===== src/rtl/mbist_march_ctrl.sv =====
// March C- MBIST controller: drives a mem_wrapper test port through the 10N
// March C- sequence and captures pass/fail with first-failure details.
module mbist_march_ctrl #(
    parameter int unsigned addr = 4,
    parameter int unsigned data = 8
) (
    input  logic            clk,
    input  logic            rst_n,
    input  logic            start,
    input  logic [data-1:0] mem_dout,
    output logic            test_mode,
    output logic            mbist_rd,
    output logic            mbist_wr,
    output logic [addr-1:0] mbist_addr,
    output logic [data-1:0] mbist_din,
    output logic            busy,
    output logic            done,
    output logic            fail,
    output logic [addr-1:0] fail_addr,
    output logic [data-1:0] fail_exp,
    output logic [data-1:0] fail_got,
    output logic [7:0]      err_count
);

    localparam logic [1:0] StIdle  = 2'd0;
    localparam logic [1:0] StRun   = 2'd1;
    localparam logic [1:0] StDrain = 2'd2;
    localparam logic [1:0] StDone  = 2'd3;

    localparam logic [addr-1:0] IdxMax  = '1;
    localparam logic [2:0]      ElemLast = 3'd5;

    logic [1:0]      state_q, state_d;
    logic [2:0]      elem_q, elem_d;
    logic [addr-1:0] idx_q, idx_d;
    logic            phase_q, phase_d;

    logic            rd_q, rd_d;
    logic            wr_q, wr_d;
    logic [addr-1:0] bus_addr_q, bus_addr_d;
    logic [data-1:0] din_q, din_d;
    logic [data-1:0] exp_q, exp_d;

    logic            cmp_vld_q, cmp_vld_d;
    logic [addr-1:0] cmp_addr_q, cmp_addr_d;
    logic [data-1:0] cmp_exp_q, cmp_exp_d;

    logic            done_q, done_d;
    logic            fail_q, fail_d;
    logic [addr-1:0] fail_addr_q, fail_addr_d;
    logic [data-1:0] fail_exp_q, fail_exp_d;
    logic [data-1:0] fail_got_q, fail_got_d;
    logic [7:0]      err_q, err_d;

    logic            two_op;
    logic            last_op;
    logic [2:0]      nxt_elem;
    logic [addr-1:0] nxt_idx;
    logic            nxt_phase;

    logic            issue;
    logic [2:0]      op_elem;
    logic [addr-1:0] op_idx;
    logic            op_phase;
    logic            op_rd;
    logic            rd_bg;
    logic            wr_bg;

    // Successor of the op currently on the bus.
    always_comb begin
        two_op  = (elem_q != 3'd0) && (elem_q != ElemLast);
        last_op = (elem_q == ElemLast) && (idx_q == IdxMax);
        nxt_elem  = elem_q;
        nxt_idx   = idx_q;
        nxt_phase = 1'b0;
        if (two_op && !phase_q) begin
            nxt_phase = 1'b1;
        end else if (idx_q == IdxMax) begin
            nxt_idx  = '0;
            nxt_elem = elem_q + 3'd1;
        end else begin
            nxt_idx = idx_q + 1'b1;
        end
    end

    always_comb begin
        state_d     = state_q;
        elem_d      = elem_q;
        idx_d       = idx_q;
        phase_d     = phase_q;
        done_d      = done_q;
        fail_d      = fail_q;
        fail_addr_d = fail_addr_q;
        fail_exp_d  = fail_exp_q;
        fail_got_d  = fail_got_q;
        err_d       = err_q;
        issue       = 1'b0;
        op_elem     = nxt_elem;
        op_idx      = nxt_idx;
        op_phase    = nxt_phase;

        // Read data for the previous read cycle is on mem_dout now.
        cmp_vld_d  = rd_q;
        cmp_addr_d = bus_addr_q;
        cmp_exp_d  = exp_q;
        if (cmp_vld_q && (mem_dout != cmp_exp_q)) begin
            fail_d = 1'b1;
            if (err_q != 8'hFF) begin
                err_d = err_q + 8'd1;
            end
            if (!fail_q) begin
                fail_addr_d = cmp_addr_q;
                fail_exp_d  = cmp_exp_q;
                fail_got_d  = mem_dout;
            end
        end

        case (state_q)
            StIdle, StDone: begin
                if (start) begin
                    state_d     = StRun;
                    elem_d      = 3'd0;
                    idx_d       = '0;
                    phase_d     = 1'b0;
                    done_d      = 1'b0;
                    fail_d      = 1'b0;
                    fail_addr_d = '0;
                    fail_exp_d  = '0;
                    fail_got_d  = '0;
                    err_d       = 8'd0;
                    issue       = 1'b1;
                    op_elem     = 3'd0;
                    op_idx      = '0;
                    op_phase    = 1'b0;
                end
            end
            StRun: begin
                if (last_op) begin
                    state_d = StDrain;
                end else begin
                    elem_d  = nxt_elem;
                    idx_d   = nxt_idx;
                    phase_d = nxt_phase;
                    issue   = 1'b1;
                end
            end
            StDrain: begin
                state_d = StDone;
                done_d  = 1'b1;
            end
            default: state_d = StIdle;
        endcase

        op_rd = (op_elem != 3'd0) && !op_phase;
        rd_bg = (op_elem == 3'd2) || (op_elem == 3'd4);
        wr_bg = (op_elem == 3'd1) || (op_elem == 3'd3);

        rd_d       = 1'b0;
        wr_d       = 1'b0;
        bus_addr_d = '0;
        din_d      = '0;
        exp_d      = '0;
        if (issue) begin
            rd_d       = op_rd;
            wr_d       = !op_rd;
            // M3 and M4 walk the address space downwards.
            bus_addr_d = ((op_elem == 3'd3) || (op_elem == 3'd4)) ? ~op_idx : op_idx;
            din_d      = op_rd ? '0 : {data{wr_bg}};
            exp_d      = op_rd ? {data{rd_bg}} : '0;
        end
    end

    always_ff @(posedge clk or negedge rst_n) begin
        if (!rst_n) begin
            state_q     <= StIdle;
            elem_q      <= 3'd0;
            idx_q       <= '0;
            phase_q     <= 1'b0;
            rd_q        <= 1'b0;
            wr_q        <= 1'b0;
            bus_addr_q  <= '0;
            din_q       <= '0;
            exp_q       <= '0;
            cmp_vld_q   <= 1'b0;
            cmp_addr_q  <= '0;
            cmp_exp_q   <= '0;
            done_q      <= 1'b0;
            fail_q      <= 1'b0;
            fail_addr_q <= '0;
            fail_exp_q  <= '0;
            fail_got_q  <= '0;
            err_q       <= 8'd0;
        end else begin
            state_q     <= state_d;
            elem_q      <= elem_d;
            idx_q       <= idx_d;
            phase_q     <= phase_d;
            rd_q        <= rd_d;
            wr_q        <= wr_d;
            bus_addr_q  <= bus_addr_d;
            din_q       <= din_d;
            exp_q       <= exp_d;
            cmp_vld_q   <= cmp_vld_d;
            cmp_addr_q  <= cmp_addr_d;
            cmp_exp_q   <= cmp_exp_d;
            done_q      <= done_d;
            fail_q      <= fail_d;
            fail_addr_q <= fail_addr_d;
            fail_exp_q  <= fail_exp_d;
            fail_got_q  <= fail_got_d;
            err_q       <= err_d;
        end
    end

    assign busy       = (state_q == StRun) || (state_q == StDrain);
    assign test_mode  = busy;
    assign mbist_rd   = rd_q;
    assign mbist_wr   = wr_q;
    assign mbist_addr = bus_addr_q;
    assign mbist_din  = din_q;
    assign done       = done_q;
    assign fail       = fail_q;
    assign fail_addr  = fail_addr_q;
    assign fail_exp   = fail_exp_q;
    assign fail_got   = fail_got_q;
    assign err_count  = err_q;

endmodule


===== config.mk =====
export PLATFORM = sky130hd
export DESIGN_NAME = mbist_march_ctrl
export DESIGN_NICKNAME = d
export VERILOG_FILES = /design/src/rtl/mbist_march_ctrl.sv
export SDC_FILE = /design/constraint.sdc
export NUM_CORES = 1
export LEC_CHECK = 0
export ABC_AREA = 1
export BUFFER_PORTS_ARGS = -buffer_cell sky130_fd_sc_hd__buf_2
export CAP_MARGIN = 10
export CORE_UTILIZATION = 55
export DETAILED_ROUTE_END_ITERATION = 6
export PLACE_DENSITY = 0.85
export SKIP_LAST_GASP = 1
export SYNTH_ARGS = -nofsm -noshare
export SYNTH_HDL_FRONTEND = slang
export SYNTH_SLANG_ARGS = --single-unit

===== constraint.sdc =====
create_clock -name clk -period 1.93 [get_ports clk]
set_clock_uncertainty 0.05 [all_clocks]
set_input_delay 0.386 -clock clk [delete_from_list [all_inputs] [get_ports clk]]
set_output_delay 0.386 -clock clk [all_outputs]
set_load 0.01 [all_outputs]

; ---- Word-level counts from Yosys, hierarchy flattened
; Index checks and enable logic that the tools add are counted.
[word_totals]
reg_bits = 75
word_cells = 112
[classes]
add_sub_neg = 3
n_eq_ne = 15
muxes = 54
bitwise = 1
reduce_logical = 21
[ops]
columns = cell, n
row1 = $mux 8, 16
row2 = $mux 4, 12
row3 = $mux 3, 6
row4 = $mux 1, 12
row5 = $add 8x1->8 const B, 1
row6 = $ne 8x8->1, 1
row7 = $ne 8x8->1 const B, 1
row8 = $pmux 4 s2, 1
row9 = $eq 3x2->1 const B, 2
row10 = $eq 3x3->1 const B, 2
row11 = $ne 2x2->1 const B, 3
row12 = $pmux 1 s2, 3
row13 = $pmux 2 s3, 1
row14 = $pmux 3 s2, 1
row15 = $reduce_bool 3->1, 2
row16 = $logic_and 1x1->1, 5
row17 = $add 4x1->4 const B, 1
row18 = $eq 2x2->1 const B, 2
row19 = $eq 4x4->1 const B, 1
row20 = $logic_or 1x1->1, 4
row21 = $mux 2, 2
row22 = $not 4->4, 1
row23 = $reduce_and 2->1, 2
row24 = $reduce_bool 2->1, 2
row25 = other kinds (8), 10

; ---- Depth between registers and ports, before layout
[logic_depth]
word_depth = 10
depth_mapped = 13

; ---- Worst setup path after synthesis
; OpenSTA, ideal clock, no wires.
[synth_timing]
path_type = reg2reg
start = reg elem_q[1]
end = reg bus_addr_q[0] (netlist: mbist_addr[0])
setup_ns = 0.116
arrival_ns = 1.527
required_time_ns = 1.764
path_slack_ns = 0.236
stages_incl_launch_ff = 13
cell_sequence = dfrtp_1 > inv_1 > ha_1 > nand2_1 > nand3_2 > buf_6 > nand3_2 > nand2_2 > nand4_4 > nand2_1 > nand2_1 > nand2_1 > nor2_2
[synth_via]
elab_chain_len = 10
word_cells_on_any_way = 22
[synth_lines]
columns = element, line_no
row1 = "start, declared", 34  ; logic [2:0] elem_q, elem_d;
row2 = "start signal, assigned", 195  ; elem_q <= elem_d;
row3 = branches (longest 9 deep; another with $add 3x1->3), -
row4 = $mux 4 *, 163  ; if (issue) begin
row5 = via bus_addr_d[0], 40  ; logic [addr-1:0] bus_addr_q, bus_addr_d;
row6 = "end signal, assigned", 200  ; bus_addr_q <= bus_addr_d;
row7 = "end, declared", 40
; Mark *: on every way through the listed nets, which the timed path passes.
; A chain may end at the register's enable or synchronous reset.

; ---- Worst setup path in the final report
; Same ends and word-level chain as after synthesis.

==> impl_metrics.tcl <==
set metrics [dict create \
    hp-class "primary input to flip-flop" \
    track_usage_pct 20.3 \
    dr.pass1.iters 4 \
    peakVddDrop_uv 784 \
    fmax_mhz 552 \
    antenna_cells 0 \
    layout-drive-gt1-share_pct 24.4 \
    whs_ps 278 \
    synth_seq_cells 54 \
    grt_overflow_total 0 \
    worstPathRequired_ps 2080 \
    drc 0 \
    start_util_pct 56.8 \
    cts_tree "done" \
    finalCritPeriodShare_pct 93.9 \
    synth_top_area_share_pct 46.6 \
    dr_total_vias 2461 \
    dp_hpwl_mm 4.19 \
    synth.area.top_cells "dfrtp_1, nand2_1, inv_1" \
    synth_cell_types 29 \
    finalSetupTns_ps 0 \
    syn_avg_cell_area_um2 7.97 \
    crit_path_start_kind "flip-flop" \
    critPathCaptureType "flip-flop" \
    maxCapViolations 0 \
    dieArea_um2 5570 \
    place_congestion 0.896 \
    tritoncts.num_buffers 5 \
    worstPathMaxFanout 8 \
    drv_slew 0 \
    syn2layout_area_growth_pct 19.2 \
    port_buffers 56 \
    yosys_warnings 0 \
    drt_iter0_drc 98 \
    setup_viol 0 \
    worstHoldStart "mem_dout[7]" \
    max-slew-margin-rel_pct 66.2 \
    wirelength_mm 5.72 \
    status "completed" \
    cp_data_arrival_time_ps 1960 \
    reg2reg_from "elem_q[1]" \
    ios 57 \
    chipWidth_um 74.6 \
    total_power_mw 5.16 \
    worstSetupPathType "flip-flop to flip-flop" \
    grt_pass1_wl_mm 8.65 \
    powerDensity_nw_per_um2 1490 \
    ant_nets 0 \
    rows 26 \
    cp-startpoint "elem_q[1]" \
    grt_max_degree 24 \
    dp.cells 487 \
    clockBufferDepth 2 \
    coreArea_um2 5110 \
    nets 448 \
    cts_sinks 54 \
    wl_per_cell_um 11.4 \
    first_global_vias 2080 \
    cts.htree.levels 2 \
    fin_crit_ps 1810 \
    clock_latency_ps 300 \
    worstMarginPinSlew_ps 507 \
    synth_fp_nets 383 \
    root_buffer "clkbuf_8" \
    final-hold-violation-count 0 \
    final_cells 500 \
    routed_via_density 4.92 \
    p_leak_nw 2.03 \
    seq_area_frac_synth_pct 46.6 \
    antenna_found_initial 0 \
    die_height_um 74.6 \
    netlist_instances 364 \
    clkTransAtPathRegs_ps 90 \
    yosysTopAreaCell "dfrtp_1" \
    fillers 409 \
    netlist_area_um2 2900 \
]
## final cells by class
type	count	area (µm²)	area share (%)
Clock buffer	6	82.6	2.39
Clock inverter	2	60.1	1.74
Inverter	65	246	7.13
Multi-Input combinational cell	232	1210	35.0
Sequential cell	54	1350	39.1
Tap cell	70	87.6	2.53
Timing Repair Buffer	71	420	12.2
## worst max-delay path: stages, from the launching register on
cell and delay [ps]:
dfrtp_1 390, inv_1 100, ha_1 180, nand2_2 110, nand3_4 130, clkinv_2 110
nand2_2 110, nand3_4 100, nor2_4 110, nand2_4 80, nand2_1 70, nand2_1 50
nand2_1 70, nor2_2 30
## path summary, 6_finish.rpt
path	end	slack, ps	depth (start not counted)
setup / recovery	mbist_addr[0]	120	13
hold / removal	fail_got[7]	280	3
setup reg to reg	mbist_addr[0]	120	13
hold reg to reg	cmp_exp_q[6]	310	0
max in group asynchronous	mbist_addr[3]	760	3
min in group asynchronous	fail_exp[7]	530	2
## where the power goes
part	switching (mW)	internal, mW	leakage, nW
combinational	1.61	0.954	1.23
sequential	0.211	1.47	0.720
clock	0.355	0.553	0.0714
## sequential cells by signal (all words and copies together) (netlist names)
name,flops
cmp_exp_d,1
cmp_vld_q,1
idx_q,4
fail,1
fail_got,8
cmp_addr_q,4
mbist_addr,4
fail_addr,4
mbist_wr,1
fail_exp,8
state_q,2
err_count,8
phase_q,1
mbist_rd,1
mbist_din,1
done,1
elem_q,3
cmp_exp_q,1
## cells by family after synthesis
logic type                 count (synthesis)  share of synthesized area [%]
AOI/OAI and AO/OA                         31                           6.13
xor gates and xnor gates                   4                           1.21
adders and majority gates                  8                           3.45
buffers and inverters                     79                           12.5
DFF                                       54                           46.6
and+or+nand+nor                          188                           30.1
## placed cells by master, fill, tap and decap left out, drive strengths merged
cell         count
dlygate4sd3      1
ha               8
buf             70
nor4             1
bufinv           2
o22ai            5
a21oi           11
a22o             1
xor2             4
clkinv           2
or2              1
dfrtp           54
inv             63
nand4            8
o21ai           12
nand3           24
nand2           96
nor3             5
o21bai           2
clkbuf           6
nor2            54
## synth_stat cells
master    instances
nor3_1            5
nand4_1           7
dfrtp_1          54
nand3_4           2
clkinv_2          2
buf_6             4
or2_2             1
o21bai_2          1
o22ai_1           5
nand2_2           7
o21ai_2           1
a21oi_1          11
inv_1            63
o21ai_0          11
nor4_1            1
ha_1              8
nor2_2            2
xor2_1            4
nand3_1          18
nor2_4            1
nand3_2           3
nor2_1           51
nand2_1          86
a22o_1            1
nand4_4           1
o21bai_1          1
buf_4             9
nand2_4           3
clkbuf_1          1
## per-layer routing
metal | track usage (%) | vias up | part of all wire, %
met2 | 36.8 | 63 | 50
met1 | 24.2 | 1145 | 45
met5 | 0 | - | 0
li1 | - | 1247 | -
met3 | 3.88 | 6 | 4.6
met4 | 6.29 | 0 | 1.1
## per-stage QoR
stage / util (%) / setup slack (ps) / area (µm²)
3_3_place_gp: 63.8 / 91.4 / 3260
3_5_place_dp: 63.8 / 23.9 / 3260
6_report: 67.7 / 118 / 3460
5_1_grt: 67.7 / -41.7 / 3460
4_1_cts: 67.0 / 61.6 / 3420
2_1_floorplan: - / 236 / 2900
## repair_timing
action                                 in CTS  in global routing
pin swaps                                   0                  2
buffers inserted                            0                  3
hold buffers                                1                  0
gates resized for setup                     1                  2
gates cloned                                0                  1
setup endpoints to repair                   1                  4
endpoints found under the hold margin      13                  0
No activity file was read; power rests on OpenSTA's default activity.
